$ cat src/rtl/cpu_seq_pkg.sv
// cpu_seq_pkg: state encodings and width defaults shared by the sequencer and its benches.
`default_nettype none

package cpu_seq_pkg;

    localparam int DEF_AW = 16;
    localparam int DEF_DW = 16;

    typedef enum logic [2:0] {
        ST_BOOT   = 3'd0,
        ST_FETCH  = 3'd1,
        ST_DECODE = 3'd2,
        ST_EXEC   = 3'd3,
        ST_MEM    = 3'd4,
        ST_WB     = 3'd5,
        ST_HALT   = 3'd6
    } state_t;

endpackage

`default_nettype wire

$ cat src/rtl/cpu_seq_pc_reg.sv
// pc_reg: program counter with async reset, increment and priority load.
`default_nettype none

module pc_reg
    import cpu_seq_pkg::*;
#(
    parameter int            AW       = DEF_AW,
    parameter logic [AW-1:0] RESET_PC = '0
) (
    input  logic          clk,
    input  logic          rst_n,
    input  logic          inc,
    input  logic          load,
    input  logic [AW-1:0] load_val,
    output logic [AW-1:0] pc
);

    // Increment wraps naturally at 2^AW.
    always_ff @(posedge clk or negedge rst_n) begin
        if (!rst_n)
            pc <= RESET_PC;
        else if (load)
            pc <= load_val;
        else if (inc)
            pc <= pc + 1'b1;
    end

endmodule

`default_nettype wire

$ cat src/rtl/cpu_seq.sv
// cpu_seq: multi-cycle fetch/decode/execute sequencer sharing one memory port
// between instruction fetch and data access; owns PC, IR and MDR.
`default_nettype none

module cpu_seq
    import cpu_seq_pkg::*;
#(
    parameter int            AW       = DEF_AW,
    parameter int            DW       = DEF_DW,
    parameter logic [AW-1:0] RESET_PC = '0
) (
    input  logic          clk,
    input  logic          rst_n,
    output logic [AW-1:0] mem_addr,
    output logic          mem_rd,
    output logic          mem_wr,
    input  logic          mem_ack,
    input  logic [DW-1:0] mem_rdata,
    output logic [DW-1:0] ir,
    output logic [DW-1:0] mdr,
    output logic [AW-1:0] pc,
    input  logic          cu_r,
    input  logic          cu_w,
    input  logic          cu_stahp,
    input  logic [2:0]    cu_regwrite,
    input  logic [AW-1:0] data_addr,
    input  logic          br_taken,
    input  logic [AW-1:0] br_target,
    output logic          reg_we,
    output logic          halted,
    output logic          err,
    output logic [2:0]    state
);

    state_t state_q, state_d;
    logic   pc_inc, pc_load, ir_load, mdr_load, err_set;

    always_ff @(posedge clk or negedge rst_n) begin
        if (!rst_n) begin
            state_q <= ST_BOOT;
            ir      <= '0;
            mdr     <= '0;
            err     <= 1'b0;
        end else begin
            state_q <= state_d;
            if (ir_load)
                ir <= mem_rdata;
            if (mdr_load)
                mdr <= mem_rdata;
            if (err_set)
                err <= 1'b1;
        end
    end

    always_comb begin
        state_d  = state_q;
        mem_addr = '0;
        mem_rd   = 1'b0;
        mem_wr   = 1'b0;
        reg_we   = 1'b0;
        pc_inc   = 1'b0;
        pc_load  = 1'b0;
        ir_load  = 1'b0;
        mdr_load = 1'b0;
        err_set  = 1'b0;
        case (state_q)
            ST_BOOT:   state_d = ST_FETCH;
            ST_FETCH: begin
                mem_rd   = 1'b1;
                mem_addr = pc;
                if (mem_ack) begin
                    ir_load = 1'b1;
                    pc_inc  = 1'b1;
                    state_d = ST_DECODE;
                end
            end
            ST_DECODE: state_d = ST_EXEC;
            ST_EXEC: begin
                if (cu_stahp)
                    state_d = ST_HALT;
                else if (cu_r && cu_w) begin
                    err_set = 1'b1;
                    state_d = ST_HALT;
                end else if (cu_r || cu_w)
                    state_d = ST_MEM;
                else
                    state_d = ST_WB;
            end
            ST_MEM: begin
                // Masking keeps read and write exclusive even if the decoder glitches.
                mem_addr = data_addr;
                mem_rd   = cu_r & ~cu_w;
                mem_wr   = cu_w & ~cu_r;
                if (mem_ack) begin
                    mdr_load = mem_rd;
                    state_d  = ST_WB;
                end
            end
            ST_WB: begin
                reg_we  = |cu_regwrite;
                pc_load = br_taken;
                state_d = ST_FETCH;
            end
            ST_HALT:   state_d = ST_HALT;
            default:   state_d = ST_BOOT;
        endcase
    end

    assign halted = (state_q == ST_HALT);
    assign state  = state_q;

    pc_reg #(
        .AW       (AW),
        .RESET_PC (RESET_PC)
    ) u_pc_reg (
        .clk      (clk),
        .rst_n    (rst_n),
        .inc      (pc_inc),
        .load     (pc_load),
        .load_val (br_target),
        .pc       (pc)
    );

endmodule

`default_nettype wire

$ cat config.mk
export PLATFORM = sky130hd
export DESIGN_NAME = cpu_seq
export DESIGN_NICKNAME = d
export VERILOG_FILES = /design/src/rtl/cpu_seq_pkg.sv /design/src/rtl/cpu_seq_pc_reg.sv /design/src/rtl/cpu_seq.sv
export SDC_FILE = /design/constraint.sdc
export NUM_CORES = 1
export LEC_CHECK = 0
export CORE_MARGIN = 8
export CORE_UTILIZATION = 40
export CTS_CLUSTER_SIZE = 8
export DETAILED_ROUTE_END_ITERATION = 8
export PLACE_DENSITY = 0.79
export SYNTH_ARGS = -nofsm -noshare
export SYNTH_HDL_FRONTEND = slang
export SYNTH_SLANG_ARGS = --single-unit
$ cat constraint.sdc
create_clock -name clk -period 3.1 [get_ports clk]
set_clock_uncertainty 0.15 [all_clocks]
set_input_delay 0.62 -clock clk [delete_from_list [all_inputs] [get_ports clk]]
set_output_delay 0.62 -clock clk [all_outputs]
set_load 0.005 [all_outputs]
; Word level (Yosys, flattened, before mapping)
; Index checks and enable logic that the tools add are counted.
[op_classes]
n_addsub = 1
eq_ne = 8
n_mux = 20
bitwise = 4
n_reduce_logical = 7
[op_table]
columns = cell, n
row1 = two-way mux 16 bit, 2
row2 = one-hot mux 16 bit (2 select lines), 1
row3 = one-hot mux 3 bit (6 select lines), 1
row4 = "adder 16 x 1 -> 16 bit, second input constant", 1
row5 = two-way mux 1 bit, 11
row6 = "== test 3 bit, second input constant", 3
row7 = "== test 3 x 2 -> 1 bit, second input constant", 2
row8 = two-way mux 3 bit, 2
row9 = two-way mux 2 bit, 2
row10 = "!= test 2 bit, second input constant", 2
row11 = "== test 3 x 1 -> 1 bit, second input constant", 1
row12 = logical NOT 3 bit, 1
row13 = OR reduction 3 bit, 1
row14 = bitwise AND 1 bit, 2
row15 = NOT 1 bit, 2
row16 = one-hot mux 1 bit (2 select lines), 1
row17 = AND reduction 2 bit, 1
row18 = nonzero test 2 bit, 1
row19 = OR reduction 2 bit, 1
row20 = logical AND 1 bit, 1
row21 = logical OR 1 bit, 1
[totals]
register_bits = 52

; Longest topological paths before layout
[depth]
depth_word = 5
ltp_mapped = 7
ltp_nobuf = 5

; By module
; From an unflattened synthesis, not the netlist that was laid out.
[hier_totals]
hier_cells = 215
area_unflattened_um2 = 2621.3
[by_module_without_submodules]
columns = module, n_inst, cells_each, area_per_inst_um2, seq_area_each_um2
row1 = cpu_seq, 1, 116, 1677.9, 900.9
row2 = pc_reg, 1, 99, 943.4, 400.4

; Least setup slack after synthesis
; OpenSTA, ideal clock, no wires.
[synth_path]
path_type = register to output
from = reg state_q[0], in the netlist state[0]
to = out mem_addr[0]
t_arrival_ns = 1.546
setup_slack_ns = 0.784
stages_incl_launch_ff = 5
path_buffers = 2
path_cell_list = dfrtp_1 -> clkbuf_1 -> nor3b_2 -> clkbuf_1 -> a22o_1
[synth_via]
elab_chain_cells = 2
[synth_rtl]
columns = item, line_no
row1 = from (decl), cpu_seq.sv:35  ; state_t state_q, state_d;
row2 = from (signal assigned), cpu_seq.sv:45  ; state_q <= state_d;
row3 = == test 3 bit or == test 3 x 1 -> 1 bit (tied branches), cpu_seq.sv:66  ; case (state_q)
row4 = one-hot mux 16 bit (2 select lines) *, cpu_seq.sv:66
row5 = to (decl), cpu_seq.sv:14  ; output logic [AW-1:0] mem_addr,
; Every way passes the cells marked *; elsewhere a longest branch is shown, timed or not.

; Worst setup path after layout
[layout_path]
from = reg state_q[1], in the netlist state[1]
to = out mem_wr
[layout_via]
elab_chain_cells = 2
[layout_rtl]
columns = item, line_no
row1 = == test 3 bit, cpu_seq.sv:66
row2 = two-way mux 1 bit, cpu_seq.sv:66
row3 = to (decl), cpu_seq.sv:16  ; output logic mem_wr,
; Every way passes these cells.

==> impl_metrics.json <==
{
  "grt_overflow": 0,
  "fin_tns_setup_ns": 0,
  "yosysUniqueCellTypes": 45,
  "rr_startpoint": "state[2]",
  "async_flop_share_pct": 100.0,
  "finalCritPeriodShare_pct": 92.28,
  "routed_wl_um": 8128,
  "synthFlopType": "dfrtp_1",
  "arrival_ns": 2.09,
  "synth.area.top_cells": "dfrtp_1 50%, nand2_1 9.7%, mux2_2 7.0%, a22o_1 5.4%, o21ai_0 1.7%",
  "diodes": 0,
  "final_core_util_pct": 64.98,
  "post_dp_cell_area_um2": 4009,
  "cts_tree": "done",
  "ant_nets": 0,
  "p_leak_nw": 1.746,
  "drive_gt1_share_pct": 11.62,
  "syn-instance-count": 262,
  "die_h_um": 96.33,
  "grt_pass1_wl_um": 13270,
  "fillerInstances": 546,
  "maxCapViolations": 0,
  "clk_latency_ns": 0.30,
  "synth_top_cell_area_share_pct": 50.41,
  "yosys_warnings": 0,
  "tightest_slew_ns": 0.4837,
  "hold_class": "input port to asynchronous set/reset pin",
  "drcViolationCount": 0,
  "area_growth_pct": 58.94,
  "first_pass_iters": 4,
  "post_cts.repair.setup_buffers": 0,
  "clkPwrFrac_pct": 11.7,
  "vias": 2501,
  "pwr_density_cell_nw_per_um2": 837.6,
  "io_buffers": 129,
  "fmax_mhz": 349.6,
  "synth_area_um2": 2581,
  "synth-seq-cells": 52,
  "via_per_inst": 5.288,
  "status": "complete, no violations",
  "post-route-min-period_ns": 2.861,
  "start_kind": "flop",
  "start_util_pct": 40.88,
  "slew_violations": 0,
  "first_global_vias": 2666,
  "rsz0062_at_grt": "false",
  "clk_path_buf_depth": 2,
  "die_x_um": 96.33,
  "slew-limit-headroom_pct": 67.75,
  "grt_usage_pct": 18.06,
  "drt_iter0_drc": 127,
  "cts_root_buf": "clkbuf_8",
  "cts_hold_buf": 0,
  "netSwitchingFraction_pct": 35.47,
  "syn_nets": 321,
  "die_area_um2": 9279,
  "clk_pin_slew_worst_paths_ns": 0.10,
  "dpl.hpwl_um": 6444,
  "setup_viol": 0,
  "synthMostInstantiatedCell": "nand2_1",
  "detail_route.wl_per_cell_um": 17.18,
  "pre_cts_slack_ns": 0.3362,
  "seqPwrFrac_pct": 37.2,
  "gp_congestion": 0.8447,
  "path_class": "flop to primary output",
  "ctsResizeCount": 0,
  "ios": 130,
  "intPower_w": 0.002218,
  "rrSetupSlack_ns": 0.90,
  "critPathMaxFanout": 9,
  "hold_ws_ns": 0.1065,
  "antenna_found_initial": 0,
  "layout.nets": 454,
  "p_comb_share_pct": 51.1,
  "cts_inserted_buffers": 5,
  "core-area_um2": 6314,
  "syn_avg_cell_area_um2": 9.852,
  "rows": 29,
  "r2r_end": "u_pc_reg.pc[15]",
  "htreeDepth": 2,
  "fin_area_um2": 4103,
  "synth-edff-count": 0,
  "yosysSeqAreaShare_pct": 50.41,
  "grt_max_degree": 22,
  "worst_slack_ns": 0.2392,
  "cts.sinks": 52,
  "r2r_cells": 4,
  "finalHoldViolations": 0,
  "switching_power_w": 0.001219,
  "ir_worst_vdd_v": 0.0004683,
  "endpoint_kind": "primary output",
  "synth_top_cell_by_area": "dfrtp_1",
  "required_ns": 2.33,
  "synth_commonest_cells": "67 x nand2_1, 52 x dfrtp_1, 16 x a22o_1, 16 x mux2_2, 12 x clkbuf_1"
}
layout make-up:
cell class,count,area (µm²),share of cell area (%)
Timing Repair Buffer,143,1391,33.91
Multi-Input combinational cell,190,1209,29.46
Sequential cell,52,1301,31.72
Inverter,3,11.26,0.2745
Clock buffer,5,68.82,1.677
Clock inverter,3,25.02,0.6099
Tap cell,77,96.34,2.348
layout by cell type, fill, tap and decap left out, types with 2 or more instances in the layout:
cell type,synthesis,layout
nand3_1,8,8
or3_1,6,6
a22o_1,16,16
buf_4,0,14
nor4_1,3,3
a22oi_1,4,4
and4b_1,2,2
a221o_1,2,2
nand2_1,67,67
mux2_2,16,16
clkdlybuf4s50_1,0,128
nor2_1,9,9
nor3b_1,2,2
o21ai_0,9,9
nor3_1,2,2
inv_6,0,2
o21a_1,2,2
dfrtp_1,52,52
inv_1,2,2
a21oi_1,5,5
clkbuf_8,0,5
or4_1,5,5
o211ai_1,2,2
xor2_1,3,3
a31o_2,2,2
nand4_1,7,7
stage by stage:
stage / cells / power (W)
CTS: 473 / 0.003484
floorplan: 262 / 0.001924
finish: 473 / 0.003437
detailed placement: 465 / 0.003068
global route: 473 / 0.003702
global placement: 465 / 0.003026
how the worst max path moves through the flow:
stage / slack [ns] / start / end
2_1_floorplan: 0.78 / state[0] / mem_addr[0]
3_3_place_gp: 0.39 / cu_w / mem_wr
3_5_place_dp: 0.34 / cu_w / mem_wr
4_1_cts: 0.19 / state[1] / mem_wr
5_1_grt: 0.12 / state[1] / mem_wr
6_report: 0.24 / state[1] / mem_wr
layer usage:
metal	part of all wire, %	vias up	global-route usage (%)
li1	-	1214	-
met1	39	1187	20.50
met2	48	98	29.74
met3	13	2	9.516
met4	0.28	0	3.531
met5	0	-	0
logic make-up (layout without fill, tap and decap cells):
family	Yosys count	count (layout)	synth area share, %
flops	52	52	50.41
xor+xnor	4	4	1.357
simple gates	119	119	23.12
mux	17	17	7.368
fa+ha+maj	1	1	0.4847
compound gates	49	49	13.91
buf+inv	20	154	3.344
worst max-delay path, stage by stage (launching register included):
cell,delay [ns]
dfrtp_1,0.48
buf_4,0.21
nor3_2,0.20
buf_4,0.17
nor3b_1,0.19
clkdlybuf4s50_1,0.54
power by group through the flow:
| stage | Clock (W) | Combinational, W | Sequential (W) |
|---|---|---|---|
| floorplan | 0 | 0.000704 | 0.00122 |
| global placement | 0 | 0.00175 | 0.00127 |
| detailed placement | 0 | 0.00178 | 0.00129 |
| CTS | 0.000417 | 0.00179 | 0.00128 |
| global route | 0.000443 | 0.00193 | 0.00133 |
| finish | 0.000402 | 0.00176 | 0.00128 |
No activity file was read; power rests on OpenSTA's default activity.
